[config.mk]
export PLATFORM = sky130hd
export DESIGN_NAME = pdh_cmd_ctrl_flat
export DESIGN_NICKNAME = d
export VERILOG_FILES = /design/src/rtl/pdh_cmd_ctrl_if.sv /design/src/rtl/pdh_cmd_ctrl.sv /design/src/flat_wrapper.sv
export SDC_FILE = /design/constraint.sdc
export NUM_CORES = 1
export LEC_CHECK = 0
export BUFFER_PORTS_ARGS = -buffer_cell sky130_fd_sc_hd__buf_4
export CORE_ASPECT_RATIO = 0.75
export CORE_MARGIN = 4
export CORE_UTILIZATION = 46
export CTS_CLUSTER_SIZE = 8
export DETAILED_ROUTE_END_ITERATION = 7
export MAX_ROUTING_LAYER = met4
export PLACE_DENSITY = 0.66
export SYNTH_ARGS = -nofsm -noshare
export SYNTH_HDL_FRONTEND = slang
export SYNTH_SLANG_ARGS = --single-unit
[constraint.sdc]
create_clock -name clk -period 6 [get_ports clk]
set_input_delay 0.6 -clock clk [delete_from_list [all_inputs] [get_ports clk]]
set_output_delay 0.6 -clock clk [all_outputs]
set_load 0.05 [all_outputs]
[src/rtl/pdh_cmd_ctrl_if.sv]
// PS GPIO word pair: command word from the PS and status word back to it.
interface pdh_cmd_ctrl_if #(
   parameter int AXI_GPIO_IN_WIDTH  = 32,
   parameter int AXI_GPIO_OUT_WIDTH = 32
);
   logic [AXI_GPIO_IN_WIDTH-1:0]  axi_from_ps;
   logic [AXI_GPIO_OUT_WIDTH-1:0] axi_to_ps;

   modport master (output axi_from_ps, input axi_to_ps);
   modport slave  (input axi_from_ps, output axi_to_ps);
endinterface

[src/rtl/pdh_cmd_ctrl.sv]
// Toggle-handshaked PS command decoder, config register file for pdh_core,
// and triangle DAC sweep used to search for cavity resonance before lock.
module pdh_cmd_ctrl #(
   parameter int N_REGS             = 8,
   parameter int DATA_WIDTH         = 16,
   parameter int DAC_DATA_WIDTH     = 14,
   parameter int AXI_GPIO_IN_WIDTH  = 32,
   parameter int AXI_GPIO_OUT_WIDTH = 32
) (
   input  logic                                clk,
   input  logic                                rst_n,
   pdh_cmd_ctrl_if.slave                       bus,
   output logic [N_REGS*DATA_WIDTH-1:0]        cfg_o,
   output logic signed [DAC_DATA_WIDTH-1:0]    dac_sweep_o,
   output logic                                sweep_active_o
);

   typedef enum logic [1:0] {CMD_IDLE, CMD_LATCH, CMD_EXEC, CMD_ACK} cmd_state_t;
   typedef enum logic [1:0] {SWEEP_IDLE = 2'b00, SWEEP_UP = 2'b01, SWEEP_DOWN = 2'b10} sweep_state_t;

   localparam logic [3:0] OP_NOP         = 4'd0;
   localparam logic [3:0] OP_WRITE       = 4'd1;
   localparam logic [3:0] OP_READ        = 4'd2;
   localparam logic [3:0] OP_SWEEP_START = 4'd3;
   localparam logic [3:0] OP_SWEEP_STOP  = 4'd4;
   localparam logic [3:0] OP_CLR_ERR     = 4'd5;
   localparam logic [3:0] OP_CFG_RESET   = 4'd6;

   cmd_state_t                cmd_state;
   sweep_state_t              sweep_state;
   logic                      strobe_meta, strobe_sync, strobe_prev;
   logic [3:0]                pl_op, op, last_op;
   logic [2:0]                pl_addr, addr;
   logic [DATA_WIDTH-1:0]     pl_data, data, rdata;
   logic                      ack, err;
   logic [DATA_WIDTH-1:0]     regs [N_REGS];
   logic [DATA_WIDTH-1:0]     dwell_cnt;
   logic                      cmd_err, addr_bad, sweep_start_req, sweep_stop_req;
   logic                      unused_rsvd;
   logic signed [DAC_DATA_WIDTH:0] sw_start, sw_stop, sw_step, sw_cur, sw_next;

   assign unused_rsvd    = ^bus.axi_from_ps[23:16];
   assign sweep_active_o = (sweep_state != SWEEP_IDLE);
   assign bus.axi_to_ps  = AXI_GPIO_OUT_WIDTH'({ack, sweep_state, err, last_op, 8'h00, rdata});

   always_comb begin
      cfg_o = '0;
      for (int k = 0; k < N_REGS; k++) cfg_o[k*DATA_WIDTH +: DATA_WIDTH] = regs[k];
   end

   // One extra sign bit keeps start/stop comparisons and step arithmetic from wrapping.
   assign sw_start = $signed({regs[4][DAC_DATA_WIDTH-1], regs[4][DAC_DATA_WIDTH-1:0]});
   assign sw_stop  = $signed({regs[5][DAC_DATA_WIDTH-1], regs[5][DAC_DATA_WIDTH-1:0]});
   assign sw_step  = $signed({1'b0, regs[6][DAC_DATA_WIDTH-1:0]});
   assign sw_cur   = $signed({dac_sweep_o[DAC_DATA_WIDTH-1], dac_sweep_o});
   assign sw_next  = (sweep_state == SWEEP_DOWN) ? sw_cur - sw_step : sw_cur + sw_step;

   always_comb begin
      addr_bad = (32'(addr) >= N_REGS);
      cmd_err  = 1'b0;
      case (op)
         OP_NOP, OP_SWEEP_STOP, OP_CLR_ERR: cmd_err = 1'b0;
         OP_WRITE:       cmd_err = addr_bad || (addr >= 3'd4 && sweep_active_o);
         OP_READ:        cmd_err = addr_bad;
         OP_SWEEP_START: cmd_err = (sw_step == '0) || (sw_start >= sw_stop) || sweep_active_o;
         OP_CFG_RESET:   cmd_err = sweep_active_o;
         default:        cmd_err = 1'b1;
      endcase
      sweep_start_req = (cmd_state == CMD_EXEC) && (op == OP_SWEEP_START) && !cmd_err;
      sweep_stop_req  = (cmd_state == CMD_EXEC) && (op == OP_SWEEP_STOP);
   end

   // strobe_prev only advances when a command is accepted, so toggles seen
   // while busy are picked up once the FSM is back in CMD_IDLE.
   always_ff @(posedge clk or negedge rst_n) begin
      if (!rst_n) begin
         strobe_meta <= 1'b0;
         strobe_sync <= 1'b0;
         strobe_prev <= 1'b0;
         cmd_state   <= CMD_IDLE;
         pl_op       <= '0;
         pl_addr     <= '0;
         pl_data     <= '0;
         op          <= '0;
         addr        <= '0;
         data        <= '0;
         ack         <= 1'b0;
         err         <= 1'b0;
         last_op     <= '0;
         rdata       <= '0;
         for (int k = 0; k < N_REGS; k++) regs[k] <= '0;
      end else begin
         strobe_meta <= bus.axi_from_ps[AXI_GPIO_IN_WIDTH-1];
         strobe_sync <= strobe_meta;
         case (cmd_state)
            CMD_IDLE: begin
               if (strobe_sync != strobe_prev) begin
                  strobe_prev <= strobe_sync;
                  pl_op       <= bus.axi_from_ps[30:27];
                  pl_addr     <= bus.axi_from_ps[26:24];
                  pl_data     <= bus.axi_from_ps[DATA_WIDTH-1:0];
                  cmd_state   <= CMD_LATCH;
               end
            end
            CMD_LATCH: begin
               op        <= pl_op;
               addr      <= pl_addr;
               data      <= pl_data;
               cmd_state <= CMD_EXEC;
            end
            CMD_EXEC: begin
               if (cmd_err) begin
                  err <= 1'b1;
               end else begin
                  case (op)
                     OP_WRITE:     regs[addr] <= data;
                     OP_READ:      rdata <= regs[addr];
                     OP_CLR_ERR:   err <= 1'b0;
                     OP_CFG_RESET: for (int k = 0; k < N_REGS; k++) regs[k] <= '0;
                     default:      ;
                  endcase
               end
               cmd_state <= CMD_ACK;
            end
            default: begin
               ack       <= ~ack;
               last_op   <= op;
               cmd_state <= CMD_IDLE;
            end
         endcase
      end
   end

   // Each sample is held for dwell+1 cycles; the ends clamp to start/stop and reverse.
   always_ff @(posedge clk or negedge rst_n) begin
      if (!rst_n) begin
         sweep_state <= SWEEP_IDLE;
         dac_sweep_o <= '0;
         dwell_cnt   <= '0;
      end else if (sweep_start_req) begin
         sweep_state <= SWEEP_UP;
         dac_sweep_o <= sw_start[DAC_DATA_WIDTH-1:0];
         dwell_cnt   <= '0;
      end else if (sweep_stop_req) begin
         sweep_state <= SWEEP_IDLE;
      end else if (sweep_state != SWEEP_IDLE) begin
         if (dwell_cnt == regs[7]) begin
            dwell_cnt <= '0;
            if (sweep_state == SWEEP_UP) begin
               if (sw_next >= sw_stop) begin
                  dac_sweep_o <= sw_stop[DAC_DATA_WIDTH-1:0];
                  sweep_state <= SWEEP_DOWN;
               end else begin
                  dac_sweep_o <= sw_next[DAC_DATA_WIDTH-1:0];
               end
            end else begin
               if (sw_next <= sw_start) begin
                  dac_sweep_o <= sw_start[DAC_DATA_WIDTH-1:0];
                  sweep_state <= SWEEP_UP;
               end else begin
                  dac_sweep_o <= sw_next[DAC_DATA_WIDTH-1:0];
               end
            end
         end else begin
            dwell_cnt <= dwell_cnt + 1'b1;
         end
      end
   end

endmodule

[src/flat_wrapper.sv]
// flat-port wrapper written by rule: the top's interface ports become plain ports
module pdh_cmd_ctrl_flat 
#(
   parameter int N_REGS             = 8,
   parameter int DATA_WIDTH         = 16,
   parameter int DAC_DATA_WIDTH     = 14,
   parameter int AXI_GPIO_IN_WIDTH  = 32,
   parameter int AXI_GPIO_OUT_WIDTH = 32
)
  (clk, rst_n, cfg_o, dac_sweep_o, sweep_active_o, bus_axi_from_ps, bus_axi_to_ps);
  pdh_cmd_ctrl_if #(.AXI_GPIO_IN_WIDTH(AXI_GPIO_IN_WIDTH), .AXI_GPIO_OUT_WIDTH(AXI_GPIO_OUT_WIDTH)) bus_i ();
  input  logic clk;
  input  logic rst_n;
  output logic [N_REGS*DATA_WIDTH-1:0] cfg_o;
  output logic signed [DAC_DATA_WIDTH-1:0] dac_sweep_o;
  output logic sweep_active_o;
  input wire logic [$bits(bus_i.axi_from_ps)-1:0] bus_axi_from_ps;
  output wire logic [$bits(bus_i.axi_to_ps)-1:0] bus_axi_to_ps;
  assign bus_i.axi_from_ps = bus_axi_from_ps;
  assign bus_axi_to_ps = bus_i.axi_to_ps;
  pdh_cmd_ctrl #(.N_REGS(N_REGS), .DATA_WIDTH(DATA_WIDTH), .DAC_DATA_WIDTH(DAC_DATA_WIDTH), .AXI_GPIO_IN_WIDTH(AXI_GPIO_IN_WIDTH), .AXI_GPIO_OUT_WIDTH(AXI_GPIO_OUT_WIDTH)) u_core (.clk(clk), .rst_n(rst_n), .bus(bus_i), .cfg_o(cfg_o), .dac_sweep_o(dac_sweep_o), .sweep_active_o(sweep_active_o));
endmodule
==> implementation parameters, run 1 <==
Parameter                              Value

Worst setup path
  Data required time at the worst endpoint    6.39 ns
  Crit. Startpoint    u_core.cfg_o[97]$_DFFE_PN0P_
  Crit path arrival time    6.11 ns
  CP startpoint kind    register
  Critical register-to-register path endpoint    u_core.dac_sweep_o[10]$_DFFE_PN0P_
  Critical R2R Launch    u_core.cfg_o[97]$_DFFE_PN0P_
  Reg-to-reg setup timing slack    0.28 ns
  Cell with the biggest individual delay on the critical path    sky130_fd_sc_hd__o211ai_1
  Critical path peak fanout    12
  Setup CP Type    reg2reg
  Crit-path most repeated cell    sky130_fd_sc_hd__ha_1
  Slowest stage delay, CP    0.52 ns
  Worst setup path endpoint    u_core.dac_sweep_o[10]$_DFFE_PN0P_
  Worst reg-to-reg path cell count    21
  Worst Setup End Kind    register
  Cell breakdown of the critical path    inv_1 -> ha_1 -> or4b_4 -> nor4_4 -> nor2_1 -> xnor2_1 -> ha_1 -> or3_1 -> o21ai_1 -> o211ai_1 -> and3b_1 -> or2_2 -> ha_1 -> nand4_1 -> nor4_1 -> a21oi_2 -> nand2b_1 -> o211ai_1 -> and2_4 -> o221ai_1 -> o21ai_0

Synthesis
  Distinct cell type count after synthesis    72
  Post-synthesis instance total    1213
  Ys flop type    sky130_fd_sc_hd__dfrtp_1
  Async S/R FF share, synth    100%
  Compound-cell area share of the yosys netlist    18.5%
  Combinational family with the most area after synthesis    compound AO/OA/AOI/OAI gates
  Synthesized flop and latch total    233
  Post-Syn Area    12100 sq um
  Number of enable flip-flop cells after synthesis    0
  Synthesis Warnings    0
  Adder and majority cell fraction of the synthesized area    6.90%
  Sequential-to-total area share from yosys stat    48.3%
  Multiplexer area fraction after synthesis    5.30%
  Average instance area after synthesis    9.94 sq um
  Simple-gate share of the synthesized area    13.4%
  Share of the synthesized netlist area taken by xor and xnor gates    3.56%

Layout
  Most frequent standard cell in the layout excluding fill and tap cells    sky130_fd_sc_hd__dfrtp_1
  Highest-count cells in the layout ignoring fill and taps    sky130_fd_sc_hd__dfrtp_1, sky130_fd_sc_hd__buf_4, sky130_fd_sc_hd__nand2_1
  Layout area overhead    22.9%
  Area of all placed cells without fillers    14800 sq um
  Final nets    1505
  Share of layout cells above drive strength 1    24.0%
  Number of standard cells in the layout, taps in and fillers out    1754
  Final standard cell utilization of the core    57.2%

Floorplan
  Io pins    209
  Site row count    51
  Total Die Area    28900 sq um
  Initial standard-cell utilization of the core    46.6%
  Area inside the core boundary    25900 sq um
  X dimension of the die    195 um
  Height of the chip    148 um

Clock tree
  TritonCTS sink count    233
  Clock-pin transition on the worst setup and hold timing paths    0.06 ns
  Number of H-tree branching levels    2
  Cell at the root of the clock tree    sky130_fd_sc_hd__clkbuf_16
  Clock tree from TritonCTS    yes
  Total CTS buffers    35
  Number of buffers on the longest clock path    3
  Post-cts hold buffer count    0
  Insertion delay to the later sink of the worst-skew pair    0.51 ns

Routing
  Drt initial violations    1126
  Wl on met1    18000 um
  Routed wirelength normalized by instance count    23.2 um
  Met3 routed WL    4460 um
  Number of remaining DRC errors    0
  Met2 wire length    17300 um
  Top metal layer carrying routed signals    met4
  Vias    10.5k
  Antenna-violating nets left    0
  Via-per-instance ratio    6.01
  Total routed wirelength    40600 um
  Initial DRT Pass Iterations    5

Run status
  Status    finished, final reports clean

Global routing
  Total Routing Usage GR    28.3%
  Via count of the first global-routing pass    10.1k
  Leftover overflow at the end of global routing    0
  Initial antenna violation count    1
  Global-route wire length before repair    62000 um
  Maximum number of pins on one net before global-route repair    120

Timing
  Max-slew headroom    19.9%
  Count of endpoints failing hold in the final timing report    0
  Final slew viol count    0
  Final period demand of the worst path    5.72 ns
  Layout Skew    0.0149 ns
  Highest Clock Rate    0.175 GHz
  Actual slew at the worst max-slew pin    1.19 ns
  Sum of negative setup slack    0 ns
  Final critical-path share of the clock period    95.3%
  Setup violators final    0

Place
  Global placement routability congestion    0.926
  Cell Area, Placed    13800 sq um
  Post-DP HPWL    29000 um
  DP Cell Count    1710
  Port Buffers    192

Worst hold path
  Worst min path class    in2async

Flow run
  Reported max-cap violation count    0
-- per-layer routing --
metal,vias up,GRT usage (%)
met5,-,-
met4,0,6.59
met3,81,8.47
met2,560,39.7
met1,5161,40.6
li1,4732,-
-- worst max-delay path, delay by kind of cell, from the launching register on --
kind | cells | cell delay (ns)
flip-flops | 1 | 0.48
XOR/XNOR | 1 | 0.16
AND/OR/NAND/NOR | 10 | 2.57
buffers and inverters | 1 | 0.11
AO/OA/AOI/OAI | 6 | 1.55
adder cells (fa/ha/maj) | 3 | 0.73
-- through the flow --
step | hold slack, ns | setup WS, ns
2_1_floorplan | 0.304 | 0.727
3_3_place_gp | 0.335 | 0.443
5_1_grt | 0.192 | -0.0512
3_5_place_dp | 0.336 | 0.273
4_1_cts | 0.196 | 0.251
6_report | 0.141 | 0.282
-- kinds of logic after synthesis --
| kind of cell | count (synthesis) |
|---|---|
| xor+xnor | 49 |
| simple gates | 341 |
| mux | 57 |
| buf+inv | 109 |
| fa+ha+maj | 66 |
| other cells | 1 |
| compound gates | 357 |
| flops | 233 |
-- state kept, by name, indices dropped and copies added, names as in the netlist, 2 cells and up --
signal              count
u_core.pl_op            4
u_core.data            16
u_core.pl_data         16
u_core.pl_addr          3
u_core.dwell_cnt       16
u_core.last_op          4
u_core.rdata           16
u_core.op               4
u_core.dac_sweep_o     14
u_core.cmd_state        2
u_core.addr             3
u_core.cfg_o          128
u_core.sweep_state      2
-- worst min-delay path by stage --
| stage | from | end | cells after the start |
|---|---|---|---|
| global placement | u_core.strobe_meta$_DFF_PN0_ | u_core.strobe_sync$_DFF_PN0_ | 0 |
| CTS | rst_n | u_core.dac_sweep_o[9]$_DFFE_PN0P_ | 1 |
| detailed placement | u_core.strobe_meta$_DFF_PN0_ | u_core.strobe_sync$_DFF_PN0_ | 0 |
| global route | bus_axi_from_ps[31] | u_core.strobe_meta$_DFF_PN0_ | 1 |
| floorplan | rst_n | u_core.ack$_DFFE_PN0N_ | 0 |
| finish | rst_n | u_core.dac_sweep_o[9]$_DFFE_PN0P_ | 1 |
-- what timing repair did --
| action | in CTS | in global routing |
|---|---|---|
| setup buffers | 0 | 3 |
| resized for setup | 0 | 7 |
| setup endpoints to repair | 0 | 16 |
-- area by class of cell --
class / instances / area [sq um]
well taps: 344 / 430
clock inverters: 3 / 32.5
clock buffers: 37 / 915
flip-flops and latches: 233 / 5830
repair buffers: 212 / 1600
inverters: 46 / 173
diodes: 1 / 2.50
multi-input cells: 878 / 5840
fillers: 2301 / 11100
-- synthesized netlist by cell type (12+ instances only) --
library cell	number	area (sq um)
sky130_fd_sc_hd__ha_1	64	801
sky130_fd_sc_hd__buf_4	12	90.1
sky130_fd_sc_hd__nor2_1	44	165
sky130_fd_sc_hd__o21ai_0	79	395
sky130_fd_sc_hd__inv_1	45	169
sky130_fd_sc_hd__mux2_2	55	619
sky130_fd_sc_hd__clkbuf_1	36	135
sky130_fd_sc_hd__a22oi_1	34	255
sky130_fd_sc_hd__xor2_1	29	254
sky130_fd_sc_hd__nand4_1	27	169
sky130_fd_sc_hd__nand2_1	188	706
sky130_fd_sc_hd__o21a_1	22	165
sky130_fd_sc_hd__o21ai_1	90	450
sky130_fd_sc_hd__o22ai_1	13	81.3
sky130_fd_sc_hd__a221oi_1	16	140
sky130_fd_sc_hd__xnor2_1	20	175
sky130_fd_sc_hd__a22o_1	17	149
sky130_fd_sc_hd__a21oi_1	36	180
sky130_fd_sc_hd__dfrtp_1	233	5830
Power of run 1 is not shown: default switching activity piles up to over one toggle a cycle in this logic, so the estimate is an artifact.
==> run 2: changes to the inputs <==
--- a/config.mk
+++ b/config.mk
@@ -5,14 +5,15 @@
 export SDC_FILE = /design/constraint.sdc
 export NUM_CORES = 1
 export LEC_CHECK = 0
+export ABC_AREA = 1
 export BUFFER_PORTS_ARGS = -buffer_cell sky130_fd_sc_hd__buf_4
 export CORE_ASPECT_RATIO = 0.75
 export CORE_MARGIN = 4
-export CORE_UTILIZATION = 46
+export CORE_UTILIZATION = 45
 export CTS_CLUSTER_SIZE = 8
 export DETAILED_ROUTE_END_ITERATION = 7
 export MAX_ROUTING_LAYER = met4
-export PLACE_DENSITY = 0.66
+export PLACE_DENSITY = 0.63
 export SYNTH_ARGS = -nofsm -noshare
 export SYNTH_HDL_FRONTEND = slang
 export SYNTH_SLANG_ARGS = --single-unit
==> implementation parameters, run 2 <==
Parameter                              Value

Clock tree
  TritonCTS sink count    233 (unchanged)
  Number of H-tree branching levels    2 (unchanged)
  Insertion delay to the later sink of the worst-skew pair    0.52 ns (was 0.51 ns)
  Post-cts sizing count    0 (unchanged)
  Post-CTS setup repair buffer count    0 (unchanged)
  Cell at the root of the clock tree    sky130_fd_sc_hd__clkbuf_16 (unchanged)
  Clock tree from TritonCTS    yes (unchanged)
  Clock-pin transition on the worst setup and hold timing paths    0.05 ns (was 0.06 ns)
  Number of buffers on the longest clock path    3 (unchanged)
  Post-cts hold buffer count    0 (unchanged)
  Total CTS buffers    35 (unchanged)

Timing
  Setup violators final    0 (unchanged)
  Final period demand of the worst path    5.22 ns (was 5.72 ns)
  Max-slew headroom    3.01% (was 19.9%)
  Final critical-path share of the clock period    87.1% (was 95.3%)
  Layout Skew    0.0126 ns (was 0.0149 ns)
  Sum of negative setup slack    0 ns (unchanged)
  Count of endpoints failing hold in the final timing report    0 (unchanged)
  Actual slew at the worst max-slew pin    1.45 ns (was 1.19 ns)
  RSZ-0062 raised after global routing    no
  Highest Clock Rate    0.191 GHz (was 0.175 GHz)
  Final slew viol count    0 (unchanged)

Synthesis
  Ys flop type    sky130_fd_sc_hd__dfrtp_1 (unchanged)
  Sequential-to-total area share from yosys stat    41.6% (was 48.3%)
  Synthesized flop and latch total    233 (unchanged)
  Cell types with the largest area share after synthesis    sky130_fd_sc_hd__dfrtp_1, sky130_fd_sc_hd__nand2_1, sky130_fd_sc_hd__nand3_1 (was sky130_fd_sc_hd__dfrtp_1, sky130_fd_sc_hd__ha_1, sky130_fd_sc_hd__nand2_1)
  Synthesis Warnings    0 (unchanged)
  Average instance area after synthesis    7.73 sq um (was 9.94 sq um)
  Post-synthesis instance total    1813 (was 1213)
  Async S/R FF share, synth    100% (unchanged)
  Post-Syn Area    14000 sq um (was 12100 sq um)
  Share of the synthesized area in the top cell type    41.6% (was 48.3%)
  Most common cell in the netlist    sky130_fd_sc_hd__nand2_1 (was sky130_fd_sc_hd__dfrtp_1)
  Distinct cell type count after synthesis    51 (was 72)
  Library cell with the largest summed area after synthesis    sky130_fd_sc_hd__dfrtp_1 (unchanged)
  Synth cell count leaders    sky130_fd_sc_hd__nand2_1, sky130_fd_sc_hd__dfrtp_1, sky130_fd_sc_hd__nand3_1 (was sky130_fd_sc_hd__dfrtp_1, sky130_fd_sc_hd__nand2_1, sky130_fd_sc_hd__o21ai_1)
  Number of enable flip-flop cells after synthesis    0 (unchanged)

Worst setup path
  Crit path arrival time    5.62 ns (was 6.11 ns)
  Crit-path most repeated cell    sky130_fd_sc_hd__nand2_1 (was sky130_fd_sc_hd__ha_1)
  Cell with the biggest individual delay on the critical path    sky130_fd_sc_hd__dfrtp_1 (was sky130_fd_sc_hd__o211ai_1)
  Crit path buffers/inverters    1 (unchanged)
  Critical path peak fanout    12 (unchanged)
  Setup CP Type    reg2reg (unchanged)
  Worst Setup End Kind    register (unchanged)
  Data required time at the worst endpoint    6.40 ns (was 6.39 ns)
  Slowest stage delay, CP    0.46 ns (was 0.52 ns)
  CP startpoint kind    register (unchanged)
  Kind of cell adding the most delay to the critical path    simple AND/OR/NAND/NOR gates (unchanged)

Floorplan
  Height of the chip    161 um (was 148 um)
  Area inside the core boundary    30400 sq um (was 25900 sq um)
  Initial standard-cell utilization of the core    46.1% (was 46.6%)
  Site row count    55 (was 51)
  Io pins    209 (unchanged)
  Total Die Area    34100 sq um (was 28900 sq um)
  X dimension of the die    212 um (was 195 um)

Worst hold path
  Worst min path class    in2reg (was in2async)

Layout
  Most frequent standard cell in the layout excluding fill and tap cells    sky130_fd_sc_hd__nand2_1 (was sky130_fd_sc_hd__dfrtp_1)
  Ant. Diodes    0 (was 1)
  Multi-input gate area    6930 sq um (was 5840 sq um)
  Highest-count cells in the layout ignoring fill and taps    sky130_fd_sc_hd__nand2_1, sky130_fd_sc_hd__nand3_1, sky130_fd_sc_hd__dfrtp_1 (was sky130_fd_sc_hd__dfrtp_1, sky130_fd_sc_hd__buf_4, sky130_fd_sc_hd__nand2_1)
  Register Area    5830 sq um (unchanged)
  Share of layout cells above drive strength 1    16.1% (was 24.0%)
  Final nets    2071 (was 1505)
  Flip-flop count of the largest register after layout    128 (unchanged)
  Layout area overhead    18.7% (was 22.9%)
  Total of fill cells in the finished design    2902 (was 2301)

Global routing
  Leftover overflow at the end of global routing    0 (unchanged)
  Total Routing Usage GR    30.4% (was 28.3%)
  Via count of the first global-routing pass    13.0k (was 10.1k)
  Maximum number of pins on one net before global-route repair    139 (was 120)
  Initial antenna violation count    0 (was 1)
  Global-route wire length before repair    78600 um (was 62000 um)

Run status
  Status    finished, final reports clean (unchanged)

Place
  Global placement routability congestion    0.944 (was 0.926)
  Port Buffers    192 (unchanged)
  Post-DP HPWL    36500 um (was 29000 um)

Routing
  Initial DRT Pass Iterations    5 (unchanged)
  Routed wirelength normalized by instance count    21.5 um (was 23.2 um)
  Total routed wirelength    51100 um (was 40600 um)
  Antenna-violating nets left    0 (unchanged)
  Drt initial violations    1556 (was 1126)
  Vias    13.7k (was 10.5k)
  Number of remaining DRC errors    0 (unchanged)
  Via-per-instance ratio    5.78 (was 6.01)

Flow run
  Reported max-cap violation count    0 (unchanged)
-- run 2: routing by layer --
| metal | vias to the layer above | part of all wire, % | GRT usage [%] |
|---|---|---|---|
| met1 | 6639 | 45 | 44.4 |
| met5 | - | 0 | - |
| met3 | 93 | 10 | 7.03 |
| met2 | 647 | 42 | 43.0 |
| li1 | 6337 | - | - |
| met4 | 0 | 2.5 | 7.35 |
-- run 2: cells by family (layout without fill, tap and decap cells) --
group,Yosys count,in the layout,synth area share (%)
XOR/XNOR,40,40,2.50
other,1,8,0.0268
flip-flops,233,233,41.6
buffers and inverters,310,465,9.37
multiplexers,28,28,2.25
AND/OR/NAND/NOR,839,839,26.3
adder cells (fa/ha/maj),65,65,5.86
AO/OA/AOI/OAI,297,297,12.1
-- run 2: area by class of cell --
cell class | instances | area share (%)
Timing Repair Buffer | 218 | 9.88
Clock buffer | 37 | 5.50
Multi-Input combinational cell | 1277 | 41.7
Clock inverter | 3 | 0.196
Inverter | 207 | 4.68
Tap cell | 399 | 3.00
Sequential cell | 233 | 35.1
-- run 2: stage by stage --
stage	hold slack [ns]	utilization (%)	area [sq um]	std cells	setup slack, ns
CTS	0.171	54.7	16600	2374	0.859
global placement	0.369	51.6	15700	2334	0.882
floorplan	0.304	-	14000	1820	1.53
global route	0.171	54.7	16600	2374	0.175
detailed placement	0.364	51.6	15700	2334	0.888
finish	0.192	54.7	16600	2374	0.776
-- run 2: worst paths after layout --
| path | from | to | slack, ns | cells after the start |
|---|---|---|---|---|
| max | u_core.cfg_o[96]$_DFFE_PN0P_ | u_core.dac_sweep_o[7]$_DFFE_PN0P_ | 0.78 | 31 |
| min | bus_axi_from_ps[31] | u_core.strobe_meta$_DFF_PN0_ | 0.19 | 1 |
| max reg2reg | u_core.cfg_o[96]$_DFFE_PN0P_ | u_core.dac_sweep_o[7]$_DFFE_PN0P_ | 0.78 | 31 |
| min reg2reg | u_core.strobe_meta$_DFF_PN0_ | u_core.strobe_sync$_DFF_PN0_ | 0.36 | 0 |
| max in group asynchronous | rst_n | u_core.cfg_o[126]$_DFFE_PN0P_ | 4.38 | 2 |
| min in group asynchronous | rst_n | u_core.cfg_o[44]$_DFFE_PN0P_ | 0.22 | 1 |
Power of run 2 is left out for the same reason.
==> run 3: changes to the inputs <==
--- a/config.mk
+++ b/config.mk
@@ -5,15 +5,14 @@
 export SDC_FILE = /design/constraint.sdc
 export NUM_CORES = 1
 export LEC_CHECK = 0
-export ABC_AREA = 1
 export BUFFER_PORTS_ARGS = -buffer_cell sky130_fd_sc_hd__buf_4
-export CORE_ASPECT_RATIO = 0.75
+export CORE_ASPECT_RATIO = 2
 export CORE_MARGIN = 4
 export CORE_UTILIZATION = 45
 export CTS_CLUSTER_SIZE = 8
 export DETAILED_ROUTE_END_ITERATION = 7
 export MAX_ROUTING_LAYER = met4
-export PLACE_DENSITY = 0.63
+export PLACE_DENSITY = 0.64
 export SYNTH_ARGS = -nofsm -noshare
 export SYNTH_HDL_FRONTEND = slang
 export SYNTH_SLANG_ARGS = --single-unit
==> implementation parameters, run 3 (synthesis gave the netlist of run 1 again) <==
Parameter                              Value

Layout
  Ant. Diodes    0 (unchanged)
  Flip-flop count of the largest register after layout    128 (unchanged)
  Layout area overhead    23.0% (was 18.7%)
  Share of layout cells above drive strength 1    23.5% (was 16.1%)
  Highest-count cells in the layout ignoring fill and taps    sky130_fd_sc_hd__dfrtp_1, sky130_fd_sc_hd__buf_4, sky130_fd_sc_hd__nand2_1 (was sky130_fd_sc_hd__nand2_1, sky130_fd_sc_hd__nand3_1, sky130_fd_sc_hd__dfrtp_1)
  Final nets    1508 (was 2071)
  Most frequent standard cell in the layout excluding fill and tap cells    sky130_fd_sc_hd__dfrtp_1 (was sky130_fd_sc_hd__nand2_1)
  Final standard cell utilization of the core    56.3% (was 54.7%)

Floorplan
  Site row count    84 (was 55)
  Io pins    209 (unchanged)
  Initial standard-cell utilization of the core    45.7% (was 46.1%)
  Height of the chip    240 um (was 161 um)
  Area inside the core boundary    26400 sq um (was 30400 sq um)
  Total Die Area    29600 sq um (was 34100 sq um)
  X dimension of the die    124 um (was 212 um)

Place
  Post-DP HPWL    30600 um (was 36500 um)
  Port Buffers    192 (unchanged)
  Global placement routability congestion    0.919 (was 0.944)

Global routing
  Via count of the first global-routing pass    10.8k (was 13.0k)
  Initial antenna violation count    0 (unchanged)
  Maximum number of pins on one net before global-route repair    189 (was 139)
  Global-route wire length before repair    61700 um (was 78600 um)
  Total Routing Usage GR    28.3% (was 30.4%)
  Leftover overflow at the end of global routing    0 (unchanged)

Routing
  Antenna-violating nets left    0 (unchanged)
  Via-per-instance ratio    5.98 (was 5.78)
  Number of remaining DRC errors    0 (unchanged)
  Met3 routed WL    2350 um (was 5100 um)
  Wl on met1    13900 um (was 23100 um)
  Drt initial violations    765 (was 1556)
  Total routed wirelength    40400 um (was 51100 um)
  Top metal layer carrying routed signals    met4 (unchanged)
  Initial DRT Pass Iterations    7 (was 5)
  Vias    10.5k (was 13.7k)
  Met2 wire length    21400 um (was 21700 um)
  Routed wirelength normalized by instance count    23.0 um (was 21.5 um)

Timing
  Max-slew headroom    23.5% (was 3.01%)
  Count of endpoints failing hold in the final timing report    0 (unchanged)
  Hold slack final    0.203 ns (was 0.192 ns)
  Actual slew at the worst max-slew pin    1.14 ns (was 1.45 ns)
  Final period demand of the worst path    5.87 ns (was 5.22 ns)
  Final critical-path share of the clock period    97.8% (was 87.1%)
  Highest Clock Rate    0.170 GHz (was 0.191 GHz)
  Sum of negative setup slack    0 ns (unchanged)
  RSZ-0062 raised after global routing    no (unchanged)
  Setup violators final    0 (unchanged)
  Layout Skew    0.0202 ns (was 0.0126 ns)
  Final slew viol count    0 (unchanged)

Clock tree
  Insertion delay to the later sink of the worst-skew pair    0.51 ns (was 0.52 ns)
  Number of buffers on the longest clock path    3 (unchanged)
  Cell at the root of the clock tree    sky130_fd_sc_hd__clkbuf_16 (unchanged)
  Number of H-tree branching levels    2 (unchanged)
  TritonCTS sink count    233 (unchanged)
  Total CTS buffers    35 (unchanged)
  Clock tree from TritonCTS    yes (unchanged)
  Post-cts sizing count    0 (unchanged)
  Clock-pin transition on the worst setup and hold timing paths    0.06 ns (was 0.05 ns)

Worst hold path
  Min-Delay Startpoint    bus_axi_from_ps[31] (unchanged)
  Worst min path class    in2reg (unchanged)

Worst setup path
  Kind of cell adding the most delay to the critical path    compound AO/OA/AOI/OAI gates (was simple AND/OR/NAND/NOR gates)
  Data required time at the worst endpoint    6.39 ns (was 6.40 ns)
  CP startpoint kind    register (unchanged)
  Crit path buffers/inverters    2 (was 1)
  Setup CP Type    reg2reg (unchanged)
  Cell with the biggest individual delay on the critical path    sky130_fd_sc_hd__nor4_1 (was sky130_fd_sc_hd__dfrtp_1)
  Critical path peak fanout    13 (was 12)
  Cell breakdown of the critical path    inv_1 -> ha_1 -> or4b_4 -> o21ai_0 -> xor2_1 -> ha_1 -> o21a_1 -> o31a_1 -> o2111ai_1 -> a21boi_0 -> o21ai_1 -> a21oi_1 -> xnor2_1 -> ha_1 -> nand4_1 -> nor4_1 -> a21oi_1 -> nand2b_1 -> o211ai_1 -> buf_4 -> nor2b_1 -> a32oi_1 -> a21bo_2
  Crit path arrival time    6.26 ns (was 5.62 ns)
  Critical R2R Launch    u_core.cfg_o[97]$_DFFE_PN0P_ (was u_core.cfg_o[96]$_DFFE_PN0P_)
  Crit-path most repeated cell    sky130_fd_sc_hd__ha_1 (was sky130_fd_sc_hd__nand2_1)
  Crit. Startpoint    u_core.cfg_o[97]$_DFFE_PN0P_ (was u_core.cfg_o[96]$_DFFE_PN0P_)
  Worst Setup End Kind    register (unchanged)
  Slowest stage delay, CP    0.57 ns (was 0.46 ns)

Run status
  Status    finished, final reports clean (unchanged)

Flow run
  Reported max-cap violation count    0 (unchanged)
==> run 3: stage by stage <==
step	area [sq um]	setup WS [ns]	std cells
floorplan	12100	0.727	1220
global placement	13900	0.387	1715
detailed placement	13900	0.294	1715
CTS	14800	0.246	1756
global route	14800	0.0272	1756
finish	14800	0.130	1756
==> run 3: final cells by class <==
class	count	area, sq um
clock inverter	2	28.8
tap	344	430
fill	2396	11500
sequential	233	5830
clock buffer	38	930
multi-input combinational	878	5800
inverter	46	173
timing repair buffer	215	1650
==> run 3: per-layer routing <==
layer / vias to the layer above / global-route usage, %
met5: - / -
met4: 0 / 16.7
met3: 163 / 3.99
met2: 469 / 49.4
met1: 5130 / 29.7
li1: 4731 / -
==> run 3: final timing paths <==
kind                                                 endpoint  slack (ns)  cells after the start
min in group asynchronous        u_core.cfg_o[16]$_DFFE_PN0P_        0.58                      2
hold reg to reg                  u_core.strobe_sync$_DFF_PN0_        0.35                      0
setup / recovery           u_core.dac_sweep_o[11]$_DFFE_PN0P_        0.13                     23
max in group asynchronous        u_core.cfg_o[92]$_DFFE_PN0P_        4.01                      3
setup reg to reg           u_core.dac_sweep_o[11]$_DFFE_PN0P_        0.13                     23
hold / removal                   u_core.strobe_meta$_DFF_PN0_        0.20                      1
==> run 3: what timing repair did <==
action	CTS	global route
hold buffers	1	0
setup buffers	0	0
hold endpoints to repair	17	0
Power of run 3 is left out for the same reason.
